[src/rtl/vq_ctrl_param.sv]
// rtl/vq_ctrl_param.sv - parametrised codebook-load / vector-stream sequencer for the VQ datapath
//
// Ports:
//   clk, rst          clock, asynchronous active-high reset
//   start, hold       frame start (IDLE/DONE only), per-cycle issue stall
//   ram1_oe, ram1_a   RAM1 read enable / address
//   ram1_q            RAM1 read data (one cycle after an issued address)
//   wdata             RAM1 data forwarded to the distance units
//   cw_wen, cw_widx   one-hot codebook unit write enable, word index within unit
//   data_en, vec_last input-vector stream element strobe, last word of vector
//   min_idx           winner index from the min-search stage
//   ram2_we/a/d       RAM2 write strobe, address (vector number), data
//   state, busy, done debug state, frame-in-progress, frame-complete level
module vq_ctrl_param #(
  parameter int DATA_W    = 24,
  parameter int ADDR_W    = 20,
  parameter int CB_UNITS  = 8,
  parameter int CB_DEPTH  = 8,
  parameter int VEC_WORDS = 1,
  parameter int NUM_VEC   = 4096,
  parameter int IDX_W     = 6,
  parameter int PIPE_LAT  = 2,
  localparam int CW_IW    = (CB_DEPTH > 1) ? $clog2(CB_DEPTH) : 1
) (
  input  logic                clk,
  input  logic                rst,
  input  logic                start,
  input  logic                hold,
  output logic                ram1_oe,
  output logic [ADDR_W-1:0]   ram1_a,
  input  logic [DATA_W-1:0]   ram1_q,
  output logic [DATA_W-1:0]   wdata,
  output logic [CB_UNITS-1:0] cw_wen,
  output logic [CW_IW-1:0]    cw_widx,
  output logic                data_en,
  output logic                vec_last,
  input  logic [IDX_W-1:0]    min_idx,
  output logic                ram2_we,
  output logic [ADDR_W-1:0]   ram2_a,
  output logic [IDX_W-1:0]    ram2_d,
  output logic [2:0]          state,
  output logic                busy,
  output logic                done
);

  localparam int UNIT_W = (CB_UNITS > 1) ? $clog2(CB_UNITS) : 1;
  localparam int VW_W   = (VEC_WORDS > 1) ? $clog2(VEC_WORDS) : 1;
  localparam int CBW    = CB_UNITS * CB_DEPTH;
  localparam int TOTAL  = CBW + NUM_VEC * VEC_WORDS;

  localparam logic [ADDR_W-1:0] CBW_LAST  = ADDR_W'(CBW - 1);
  localparam logic [ADDR_W-1:0] STR_LAST  = ADDR_W'(TOTAL - 1);
  localparam logic [CW_IW-1:0]  WORD_LAST = CW_IW'(CB_DEPTH - 1);
  localparam logic [VW_W-1:0]   VW_LAST   = VW_W'(VEC_WORDS - 1);

  typedef enum logic [2:0] {
    S_IDLE   = 3'd0,
    S_LOAD   = 3'd1,
    S_STREAM = 3'd2,
    S_DRAIN  = 3'd3,
    S_DONE   = 3'd4
  } state_t;

  state_t st;

  // Issue side: address counter plus unit/word and vector-word trackers
  // so the return stage never needs a divide or modulo on the address.
  logic [ADDR_W-1:0] icnt;
  logic [UNIT_W-1:0] cu;
  logic [CW_IW-1:0]  cwd;
  logic [VW_W-1:0]   vwc;

  // Return side: describes the RAM1 word arriving this cycle.
  logic              rd_vld;
  logic              rd_cw;
  logic [UNIT_W-1:0] rd_unit;
  logic [CW_IW-1:0]  rd_widx;
  logic              rd_last;

  // vec_last delay line; the top bit marks the cycle min_idx is valid.
  logic [PIPE_LAT-1:0] dl;
  logic [ADDR_W-1:0]   wcnt;

  logic issue;

  // hold acts in the same cycle, so the read enable is decoded from the
  // registered state and the live hold input rather than registered again.
  assign issue = ((st == S_LOAD) || (st == S_STREAM)) && !hold;

  always_ff @(posedge clk or posedge rst) begin
    if (rst) begin
      st      <= S_IDLE;
      icnt    <= '0;
      cu      <= '0;
      cwd     <= '0;
      vwc     <= '0;
      rd_vld  <= 1'b0;
      rd_cw   <= 1'b0;
      rd_unit <= '0;
      rd_widx <= '0;
      rd_last <= 1'b0;
      dl      <= '0;
      wcnt    <= '0;
    end else begin
      rd_vld  <= issue;
      rd_cw   <= issue && (st == S_LOAD);
      rd_unit <= cu;
      rd_widx <= cwd;
      rd_last <= issue && (st == S_STREAM) && (vwc == VW_LAST);

      // Shifts every cycle, independent of hold.
      dl <= (dl << 1) | PIPE_LAT'(rd_last);
      if (dl[PIPE_LAT-1]) begin
        wcnt <= wcnt + 1'b1;
      end

      case (st)
        S_IDLE, S_DONE: begin
          if (start) begin
            st   <= S_LOAD;
            icnt <= '0;
            cu   <= '0;
            cwd  <= '0;
            vwc  <= '0;
            wcnt <= '0;
          end
        end
        S_LOAD: begin
          if (!hold) begin
            icnt <= icnt + 1'b1;
            if (cwd == WORD_LAST) begin
              cwd <= '0;
              cu  <= cu + 1'b1;
            end else begin
              cwd <= cwd + 1'b1;
            end
            if (icnt == CBW_LAST) begin
              st <= S_STREAM;
            end
          end
        end
        S_STREAM: begin
          if (!hold) begin
            icnt <= icnt + 1'b1;
            if (vwc == VW_LAST) begin
              vwc <= '0;
            end else begin
              vwc <= vwc + 1'b1;
            end
            if (icnt == STR_LAST) begin
              st <= S_DRAIN;
            end
          end
        end
        S_DRAIN: begin
          // Leave once nothing is returning and only the final marker (if
          // any) remains at the head of the delay line: it writes this cycle.
          if (!rd_vld && ((dl << 1) == '0)) begin
            st <= S_DONE;
          end
        end
        default: st <= S_IDLE;
      endcase
    end
  end

  assign ram1_oe  = issue;
  assign ram1_a   = issue ? icnt : '0;
  assign wdata    = rd_vld ? ram1_q : '0;
  assign cw_wen   = rd_cw ? (CB_UNITS'(1) << rd_unit) : '0;
  assign cw_widx  = rd_cw ? rd_widx : '0;
  assign data_en  = rd_vld && !rd_cw;
  assign vec_last = rd_last;
  assign ram2_we  = dl[PIPE_LAT-1];
  assign ram2_a   = ram2_we ? wcnt : '0;
  assign ram2_d   = ram2_we ? min_idx : '0;
  assign state    = st;
  assign busy     = (st == S_LOAD) || (st == S_STREAM) || (st == S_DRAIN);
  assign done     = (st == S_DONE);

endmodule

[config.mk]
export PLATFORM = sky130hd
export DESIGN_NAME = vq_ctrl_param
export DESIGN_NICKNAME = d
export VERILOG_FILES = /design/src/rtl/vq_ctrl_param.sv
export SDC_FILE = /design/constraint.sdc
export NUM_CORES = 1
export LEC_CHECK = 0
export CAP_MARGIN = 30
export CORE_ASPECT_RATIO = 0.5
export CORE_UTILIZATION = 41
export DETAILED_ROUTE_END_ITERATION = 7
export PLACE_DENSITY_LB_ADDON = 0.2
export SYNTH_ARGS = -nofsm -noshare
export SYNTH_HDL_FRONTEND = slang
export SYNTH_SLANG_ARGS = --single-unit
export TNS_END_PERCENT = 30
[constraint.sdc]
create_clock -name clk -period 2.1 [get_ports clk]
set_clock_uncertainty 0.1 [all_clocks]
set_input_delay 0.42 -clock clk [delete_from_list [all_inputs] [get_ports clk]]
set_output_delay 0.42 -clock clk [all_outputs]
set_load 0.01 [all_outputs]
==> results of run 1 <==
==> kinds of logic (layout without fill, tap and decap cells) <==
logic type                 Yosys count  in the layout  share of synthesized area [%]
and+or+nand+nor                    210            210                           35.2
buffers and inverters               31            209                           4.33
AOI/OAI and AO/OA                   79             80                           13.7
xor gates and xnor gates             8              8                           1.95
DFF                                 60             60                           41.9
adders and majority gates            6              6                           2.09
muxes                                3              3                          0.872
==> flip-flops by register name (all words and copies together), names as in the netlist <==
| name | flops |
|---|---|
| cwd | 3 |
| wcnt | 20 |
| rd_vld | 1 |
| rd_unit | 3 |
| rd_cw | 1 |
| cu | 3 |
| state | 3 |
| vec_last | 1 |
| dl | 2 |
| rd_widx | 3 |
| icnt | 20 |
==> final cells by class <==
| type | count | share of cell area, % |
|---|---|---|
| Multi-Input combinational cell | 307 | 35.2 |
| Timing Repair Buffer | 182 | 30.4 |
| Sequential cell | 60 | 25.4 |
| Clock buffer | 12 | 4.32 |
| Tap cell | 112 | 2.36 |
| Clock inverter | 4 | 1.60 |
| Inverter | 11 | 0.696 |
==> routing by layer <==
metal / vias to the layer above / share of wire (%)
met5: - / 0
met4: 0 / 1.1
met3: 10 / 8.1
met2: 160 / 50
met1: 1814 / 41
li1: 1791 / -
==> cells in the final DEF (no fill, tap or decap), drive strengths merged, types with 6 or more instances in the layout <==
cell / instances
nor2: 23
dfrtp: 60
a21oi: 29
clkbuf: 13
or3: 16
dlymetal6s2s: 38
inv: 11
nand3: 15
nor3: 8
nand4: 11
and2: 57
and3: 20
xor2: 7
or4: 15
ha: 6
o21ai: 22
nand2: 18
buf: 79
o31ai: 15
dlygate4sd2: 16
clkdlybuf4s50: 47
==> through the flow <==
| step | setup slack, ps | hold WS, ps |
|---|---|---|
| after floorplan | 95.3 | 255 |
| after global placement | -355 | 260 |
| after detailed placement | -411 | 273 |
| after CTS | -81.7 | 284 |
| after global routing | -164 | 294 |
| final | -98.1 | 283 |
==> worst max-delay path, cell delays in order (launching register included) <==
cell	delay [ps]
dfrtp_2	440
buf_6	140
buf_12	130
nor4b_4	280
buf_4	190
o311ai_2	210
or4_1	480
a21oi_1	150
==> path summary, 6_finish.rpt <==
check | start | end | slack (ps)
max | state[1] | icnt[17] | -100
min | vec_last | dl[0] | 280
max reg2reg | state[1] | icnt[17] | -100
min reg2reg | vec_last | dl[0] | 280
max in group asynchronous | rst | rd_cw | 1250
min in group asynchronous | rst | cwd[0] | 370
==> timing repair <==
item | in CTS | in global routing
pin swaps | 4 | 13
setup endpoints to repair | 69 | 82
gates resized for setup | 139 | 68
hold endpoints to repair | 0 | 0
setup buffers | 9 | 5
cloned | 3 | 1
==> where the power goes <==
part           leakage (nW)  switching, W  internal (W)  total, W
Clock                 0.173      0.000513       0.00122   0.00173
Sequential            0.785      0.000177       0.00132   0.00150
Combinational          2.24      0.000327      0.000402  0.000729
==> run_results.csv, run 1 <==
group,metric,value,unit
finish,finalNetCount,611,
synth,synth_flop_cell,"dfrtp_1",
synth,synth-edff-count,0,
detailed_routing,vias,3775,
cts,cts_num_sinks,60,
die,coreArea,0.00823,mm²
global_route,gr-total-overflow,0,
detailed_routing,detail_route.vias_per_cell,5.49,
finish,seq_area,0.00151,mm²
global_route,met2_usage,45.0,%
timing,max_freq,455,MHz
timing,finalWorstSetupSlack,-98.1,ps
synth,yosys-top-cells-count,"60 x dfrtp_1, 57 x and2_1, 29 x a21oi_1",
timing,hold_viol,0,
global_route,grt_pass1_wl,17800,µm
finish,final_util,72.1,%
worst_setup_path,cp.arrival,2360,ps
hold_path,whs_path_depth,0,
worst_setup_path,path_max_fanout,7,
cts,htreeDepth,3,
global_route,grt_max_degree,61,
detailed_routing,drt-total-wl,11600,µm
timing,layout_min_cycle_time,2200,ps
worst_setup_path,end_kind,"flip-flop",
timing,finalSetupViolCount,18,
timing,rsz0062_at_grt,"yes",
cts,cts.clk_slew.worst_paths,50,ps
detailed_routing,wl_per_cell,16.9,µm
global_route,top_usage_layer,"met2",
cts,insertion_delay,330,ps
finish,multiInputGateArea,0.00209,mm²
global_route,grt_usage,25.2,%
global_route,use_met1,30.6,%
detailed_routing,drt_iter0_drc,197,
detailed_routing,drc,0,
power,p_leak,3.20,nW
synth,synth_cell_types,51,
timing,worst_pin_slew,650,ps
finish,layout.cells.non_filler,688,
hold_path,hp-class,"flip-flop to flip-flop",
global_route,grt_pass1_vias,3590,
detailed_routing,ant_nets,0,
status,violations,"negative setup slack",
synth,netlist.area_leader.share,41.9,%
power,totalPowerFinal,0.00396,W
cts,cts_inserted_buffers,9,
die,die_h,68.1,µm
synth,yosysWarnings,0,
power,ir_drop,0.000497,V
timing,slew_violations,0,
global_route,met3_usage,6.67,%
job,drv_cap,0,
synth,synth_most_common_cell,"dfrtp_1",
timing,finalSetupTns,-1040,ps
cts,clock-root-buffer,"clkbuf_16",
finish,areaGrowthSynthToFinish,65.4,%
worst_setup_path,worstRegToRegCells,7,
finish,fill_cells,614,
global_route,antenna_found_initial,0,
synth,ys_seq_area_share,41.9,%
worst_setup_path,cp-start-kind,"flip-flop",
finish,final_cell_area,0.00593,mm²
cts,cts_buffer_depth,2,
synth,ys_ff_latch,60,
die,die-area,0.00915,mm²
die,ios,124,
synth,synth-async-reset-ratio,100,%
synth,yosys-top-cells-area,"dfrtp_1 42%, and2_1 9.9%, a21oi_1 4.0%",
die,start_util,43.6,%
cts,cts_tree,"done",
place,numPortBuffers,123,
detailed_routing,drt_first_pass_iters,4,
status,status,"finished, violations left",
timing,slew-limit-headroom,56.3,%
die,rows,23,
synth,yosys.area.top_type,"dfrtp_1",
synth,synth_area,0.00359,mm²
place,placedCellCount,654,
place,hpwl,7310,µm
die,die_x,134,µm
synth,netlist_instances,397,
synth,synth_fp_nets,437,
worst_setup_path,critPathKind,"flip-flop to flip-flop",
worst_setup_path,required,2260,ps
finish,diodes,0,
place,place_area,0.00518,mm²
place,place_congestion,0.848,
finish,drive_gt1_share,24.3,%
synth,avgSynthCellArea,9.03,µm²
power,power.density,668,mW/mm²
cts,cts_hold_buf,0,
timing,min_period_over_period,105,%
Power figures use the tool's default switching activity.
==> inputs of run 2 (changes only) <==
--- a/config.mk
+++ b/config.mk
@@ -9,6 +9,7 @@
 export CORE_ASPECT_RATIO = 0.5
 export CORE_UTILIZATION = 41
 export DETAILED_ROUTE_END_ITERATION = 7
+export GPL_ROUTABILITY_DRIVEN = 0
 export PLACE_DENSITY_LB_ADDON = 0.2
 export SYNTH_ARGS = -nofsm -noshare
 export SYNTH_HDL_FRONTEND = slang
==> results of run 2 <==
No change in the layout: final DEF, timing and power equal those of run 1.
